File: config.mk
export PLATFORM = sky130hd
export DESIGN_NAME = fetch_redirect_ctrl
export DESIGN_NICKNAME = d
export VERILOG_FILES = /design/src/rtl/fetch_redirect_ctrl.sv
export SDC_FILE = /design/constraint.sdc
export NUM_CORES = 1
export LEC_CHECK = 0
export BUFFER_PORTS_ARGS = -buffer_cell sky130_fd_sc_hd__clkbuf_2
export CORE_ASPECT_RATIO = 0.7
export CORE_MARGIN = 2
export CORE_UTILIZATION = 44
export CTS_BUF_LIST = sky130_fd_sc_hd__clkbuf_4
export CTS_CLUSTER_SIZE = 25
export DETAILED_ROUTE_END_ITERATION = 10
export GPL_TIMING_DRIVEN = 0
export PLACE_DENSITY_LB_ADDON = 0.12
export SYNTH_ARGS = -nofsm -noshare
export SYNTH_HDL_FRONTEND = slang
export SYNTH_SLANG_ARGS = --single-unit
export TNS_END_PERCENT = 20
File: constraint.sdc
create_clock -name CLK -period 3 [get_ports CLK]
set_input_delay 0.15 -clock CLK [delete_from_list [all_inputs] [get_ports CLK]]
set_output_delay 0.15 -clock CLK [all_outputs]
set_load 0.01 [all_outputs]
File: src/rtl/fetch_redirect_ctrl.sv
// Front-end redirect owner: arbitrates IF/ID/MEM redirects into one Alt_PC,
// drives per-stage flushes, and sequences the syscall drain/resume.
module fetch_redirect_ctrl #(
  parameter int N_FE_STAGES  = 7,
  parameter int DRAIN_CYCLES = 3
) (
  input  logic                   CLK,
  input  logic                   RESET,
  input  logic                   PRED_REQ,
  input  logic [31:0]            PRED_PC,
  input  logic                   ID_REQ,
  input  logic [31:0]            ID_PC,
  input  logic                   MEM_REQ,
  input  logic [31:0]            MEM_PC,
  input  logic                   SYS_REQ,
  input  logic [31:0]            SYS_PC,
  input  logic                   SYS_ACK,
  input  logic                   STALL,
  output logic                   ALT_PC_VALID,
  output logic [31:0]            ALT_PC,
  output logic [N_FE_STAGES-1:0] FLUSH_FE,
  output logic                   FLUSH_ID,
  output logic                   HOLD_FETCH,
  output logic                   SYS,
  output logic                   BUSY
);

  localparam logic [1:0] IDLE    = 2'd0;
  localparam logic [1:0] REDIR   = 2'd1;
  localparam logic [1:0] DRAIN   = 2'd2;
  localparam logic [1:0] SYSWAIT = 2'd3;

  localparam logic [1:0] PRI_PRED = 2'd0;
  localparam logic [1:0] PRI_SYS  = 2'd1;
  localparam logic [1:0] PRI_ID   = 2'd2;
  localparam logic [1:0] PRI_MEM  = 2'd3;

  localparam logic [3:0] CNT_INIT = 4'(DRAIN_CYCLES - 1);

  logic [1:0]             state;
  logic [1:0]             pend_pri;
  logic [3:0]             cnt;
  logic [31:0]            sys_pc;

  logic                   win_vld;
  logic [1:0]             win_pri;
  logic [31:0]            win_pc;
  logic [N_FE_STAGES-1:0] win_fe;
  logic                   win_id;
  logic                   win_redir;

  // Oldest instruction wins; losers are simply dropped.
  always_comb begin
    win_vld = 1'b0;
    win_pri = PRI_PRED;
    win_pc  = PRED_PC;
    win_fe  = '0;
    win_id  = 1'b0;
    priority case (1'b1)
      MEM_REQ: begin
        win_vld = 1'b1;
        win_pri = PRI_MEM;
        win_pc  = MEM_PC;
        win_fe  = '1;
        win_id  = 1'b1;
      end
      ID_REQ: begin
        win_vld = 1'b1;
        win_pri = PRI_ID;
        win_pc  = ID_PC;
        win_fe  = '1;
      end
      SYS_REQ: begin
        win_vld = 1'b1;
        win_pri = PRI_SYS;
        win_pc  = SYS_PC;
      end
      PRED_REQ: begin
        win_vld = 1'b1;
        win_pri = PRI_PRED;
        win_pc  = PRED_PC;
      end
      default: ;
    endcase
  end

  assign win_redir = win_vld && (win_pri != PRI_SYS);
  assign BUSY      = (state != IDLE);

  always_ff @(posedge CLK or posedge RESET) begin
    if (RESET) begin
      state        <= IDLE;
      pend_pri     <= PRI_PRED;
      cnt          <= '0;
      sys_pc       <= '0;
      ALT_PC_VALID <= 1'b0;
      ALT_PC       <= '0;
      FLUSH_FE     <= '0;
      FLUSH_ID     <= 1'b0;
      HOLD_FETCH   <= 1'b0;
      SYS          <= 1'b0;
    end else begin
      FLUSH_FE <= '0;
      FLUSH_ID <= 1'b0;
      unique case (state)
        IDLE: begin
          if (win_vld && (win_pri == PRI_SYS)) begin
            state      <= DRAIN;
            sys_pc     <= SYS_PC;
            FLUSH_FE   <= '1;
            cnt        <= CNT_INIT;
            HOLD_FETCH <= 1'b1;
          end else if (win_redir) begin
            state        <= REDIR;
            ALT_PC_VALID <= 1'b1;
            ALT_PC       <= win_pc;
            pend_pri     <= win_pri;
            FLUSH_FE     <= win_fe;
            FLUSH_ID     <= win_id;
          end
        end
        REDIR: begin
          // Only a strictly older request may replace the pending one.
          if (win_redir && (win_pri > pend_pri)) begin
            ALT_PC   <= win_pc;
            pend_pri <= win_pri;
            FLUSH_FE <= win_fe;
            FLUSH_ID <= win_id;
          end else if (!STALL) begin
            state        <= IDLE;
            ALT_PC_VALID <= 1'b0;
            ALT_PC       <= '0;
          end
        end
        DRAIN: begin
          if (MEM_REQ) begin
            state        <= REDIR;
            ALT_PC_VALID <= 1'b1;
            ALT_PC       <= MEM_PC;
            pend_pri     <= PRI_MEM;
            FLUSH_FE     <= '1;
            FLUSH_ID     <= 1'b1;
            HOLD_FETCH   <= 1'b0;
          end else if (cnt == 4'd0) begin
            state <= SYSWAIT;
            SYS   <= 1'b1;
          end else begin
            cnt <= cnt - 4'd1;
          end
        end
        SYSWAIT: begin
          if (MEM_REQ) begin
            state        <= REDIR;
            ALT_PC_VALID <= 1'b1;
            ALT_PC       <= MEM_PC;
            pend_pri     <= PRI_MEM;
            FLUSH_FE     <= '1;
            FLUSH_ID     <= 1'b1;
            HOLD_FETCH   <= 1'b0;
            SYS          <= 1'b0;
          end else if (SYS_ACK) begin
            state        <= REDIR;
            ALT_PC_VALID <= 1'b1;
            ALT_PC       <= sys_pc + 32'd4;
            pend_pri     <= PRI_SYS;
            HOLD_FETCH   <= 1'b0;
            SYS          <= 1'b0;
          end
        end
        default: state <= IDLE;
      endcase
    end
  end

endmodule

==> impl_metrics.ini <==
[critical_path]
slowest_stage = clkbuf_1
r2r_start = sys_pc[2]$_DFFE_PP0P_
r2r_cells = 8
setup.worst_path.start_class = input pin
required_ns = 3.33
r2r-end = ALT_PC[16]$_DFFE_PP0P_
arrival_ns = 3.15
cpMostUsedCell = clkbuf_2
critPathMaxFanout = 10
reg2reg_slack_ns = 0.40
cp_cell_sequence = clkbuf_2 -> clkbuf_1 -> clkbuf_2 -> a21oi_1 -> ha_1 -> nor2b_1 -> o221ai_1 -> a21o_1 -> clkbuf_2 -> a221oi_1 -> a21oi_1
cpPeakStageDelay_ns = 0.45
path_class = in2reg
end_kind = register

[floorplanning]
start_util_pct = 45.09
fp.coreArea_mm2 = 0.01173
ios = 180
die_y_um = 95.72
die_area_mm2 = 0.01292
die_width_um = 135.0
row_count = 33

[synthesis]
synth_area_per_cell_um2 = 8.798
synth-seq-cells = 77
ys_types = 52
synthCells = 601
yosysSeqAreaShare_pct = 36.44
ys_async_sr_fraction_pct = 100.0
syn-num-nets = 742
synth-main-ff-cell = dfrtp_1
netlist_area_mm2 = 0.005288
yosys_warnings = 0
synth_edf_count = 0

[hold_path]
whs_endpoint = ALT_PC[14]$_DFFE_PP0P_
holdPathStages = 3
worstHoldStart = MEM_PC[14]
hp-class = in2reg

[clocking]
cts_buffers = 9
clkLatencyLatePin_ns = 0.45
cts_tree = built
htreeDepth = 3
ctsLongestPathBuffers = 2
clkSinkCount = 77
clk_pin_slew_worst_paths_ns = 0.13
ctsRootBufferMaster = clkbuf_4

[final_layout]
diodes = 0
drive_gt1_share_pct = 32.25
layout.nets = 967
mostFrequentLayoutCells = clkbuf_2 (187), dfrtp_1 (77), o21ai_0 (58)
fin_area_mm2 = 0.006963
mostFrequentLayoutCell = clkbuf_2
area_growth_pct = 31.68
instances_no_fill = 988
post-route-util_pct = 59.38

[detailed_routing]
drt-initial-drc-count = 513
routedWlPerCell_um = 20.95
vias = 5987
ant_nets = 0
first_pass_iters = 5
vias_per_cell = 6.060
drc = 0
drt_wl_total_um = 20700

[run_status]
status = complete, no violations

[sta]
hold_viol = 0
post-route-period-util_pct = 94.00
drv_slew = 0
setup_viol = 0
min_period_ns = 2.820
hold_slack_ns = 0.02049
slew_headroom_pct = 21.47
rsz0062_at_grt = false
tns_ns = 0
worst_pin_slew_ns = 1.178
clock.fmax_mhz = 354.6
clock_skew_ns = 0.01761

[global_route]
antenna_found_initial = 0
grt_pass1_vias = 5574
overflow = 0
grt_pass1_wl_um = 30530
grt_usage_pct = 31.76
grt_max_degree = 55

[pwr]
powerDensity_mw_per_mm2 = 821.0
irDropWorstVdd_v = 0.0003739
p_leak_nw = 3.233

[place]
dp_hpwl_um = 15420
place_congestion = 0.9822
dp.cells = 937
place.port_buffers = 178
placed_cell_area_mm2 = 0.006405

[job]
max_cap_viol_count = 0
[cells in the mapped netlist (all sizes together) (9+ instances only)]
cell    instances  area, µm²
buf            19      105.1
mux2           40      450.4
clkbuf         29      108.9
nand3          19      95.09
a21oi          34      170.2
nand4           9      56.30
a221oi         12      105.1
nor3           12      60.06
o22a            9      78.83
nand2          55      206.5
o21ai          58      290.3
mux2i          45      450.4
a31oi          10      62.56
inv            12      45.04
dfrtp          77       1927
nor2           48      180.2
[report_power, final]
part	internal [mW]	total, mW	switching (mW)	leakage [nW]
combinational	1.22	2.84	1.63	2.21
sequential	1.54	2.06	0.520	0.935
clock	0.424	0.817	0.394	0.0931
total	3.18	5.72	2.54	3.23
[state kept, by name, summed over array words and instances (netlist names)]
signal and count:
ALT_PC_VALID 1, FLUSH_FE 1, pend_pri 2, cnt 4
SYS 1, state 2, HOLD_FETCH 1, FLUSH_ID 1
ALT_PC 32, sys_pc 32
[critical path, delay by kind of cell]
kind | cells | cell delay (ns)
buffers and inverters | 4 | 1.25
AND/OR/NAND/NOR | 1 | 0.28
adder cells (fa/ha/maj) | 1 | 0.20
AO/OA/AOI/OAI | 5 | 1.25
[kinds of logic after synthesis]
kind of cell / synth area share [%]
muxes: 17.04
xor gates and xnor gates: 1.656
adders and majority gates: 1.183
AOI/OAI and AO/OA: 21.18
DFF: 36.44
and+or+nand+nor: 17.53
buffers and inverters: 4.969
[metal layers]
metal	GRT usage [%]	routed length [µm]
met4	10.24	455
met2	49.11	9070
met5	0	0
met1	44.39	9158
met3	7.372	2017
[worst max-delay path by stage]
stage            start                      to  slack, ns  depth (start not counted)
2_1_floorplan  SYS_REQ  ALT_PC[20]$_DFFE_PP0P_       0.33                         11
6_report       MEM_REQ  ALT_PC[15]$_DFFE_PP0P_       0.18                         11
3_5_place_dp   SYS_REQ  ALT_PC[15]$_DFFE_PP0P_      -0.79                         11
5_1_grt        MEM_REQ  ALT_PC[15]$_DFFE_PP0P_       0.04                         11
3_3_place_gp   SYS_REQ  ALT_PC[15]$_DFFE_PP0P_      -0.78                         11
4_1_cts         ID_REQ  ALT_PC[31]$_DFFE_PP0P_       0.02                         12
[timing repair]
action,CTS,global route
endpoints found under the hold margin,57,0
hold buffers,35,0
resized for setup,9,10
setup endpoints to repair,26,30
gates cloned,0,0
setup buffers,0,0
[area by class of cell]
| class | count | area (µm²) |
|---|---|---|
| Buffer | 48 | 230.2 |
| Clock buffer | 10 | 75.07 |
| Clock inverter | 6 | 101.3 |
| Fill cell | 1102 | 4763 |
| Inverter | 13 | 51.30 |
| Multi-Input combinational cell | 463 | 3113 |
| Sequential cell | 77 | 1927 |
| Tap cell | 157 | 196.4 |
| Timing Repair Buffer | 214 | 1269 |
[per-stage QoR]
step                total power, mW  worst slack (ns)
floorplan                     3.679            0.3289
global placement              4.687           -0.7772
detailed placement            4.779           -0.7896
CTS                           5.641           0.01924
global route                  6.068           0.04322
finish                        5.717            0.1800
(Power assumes the default switching activity.)
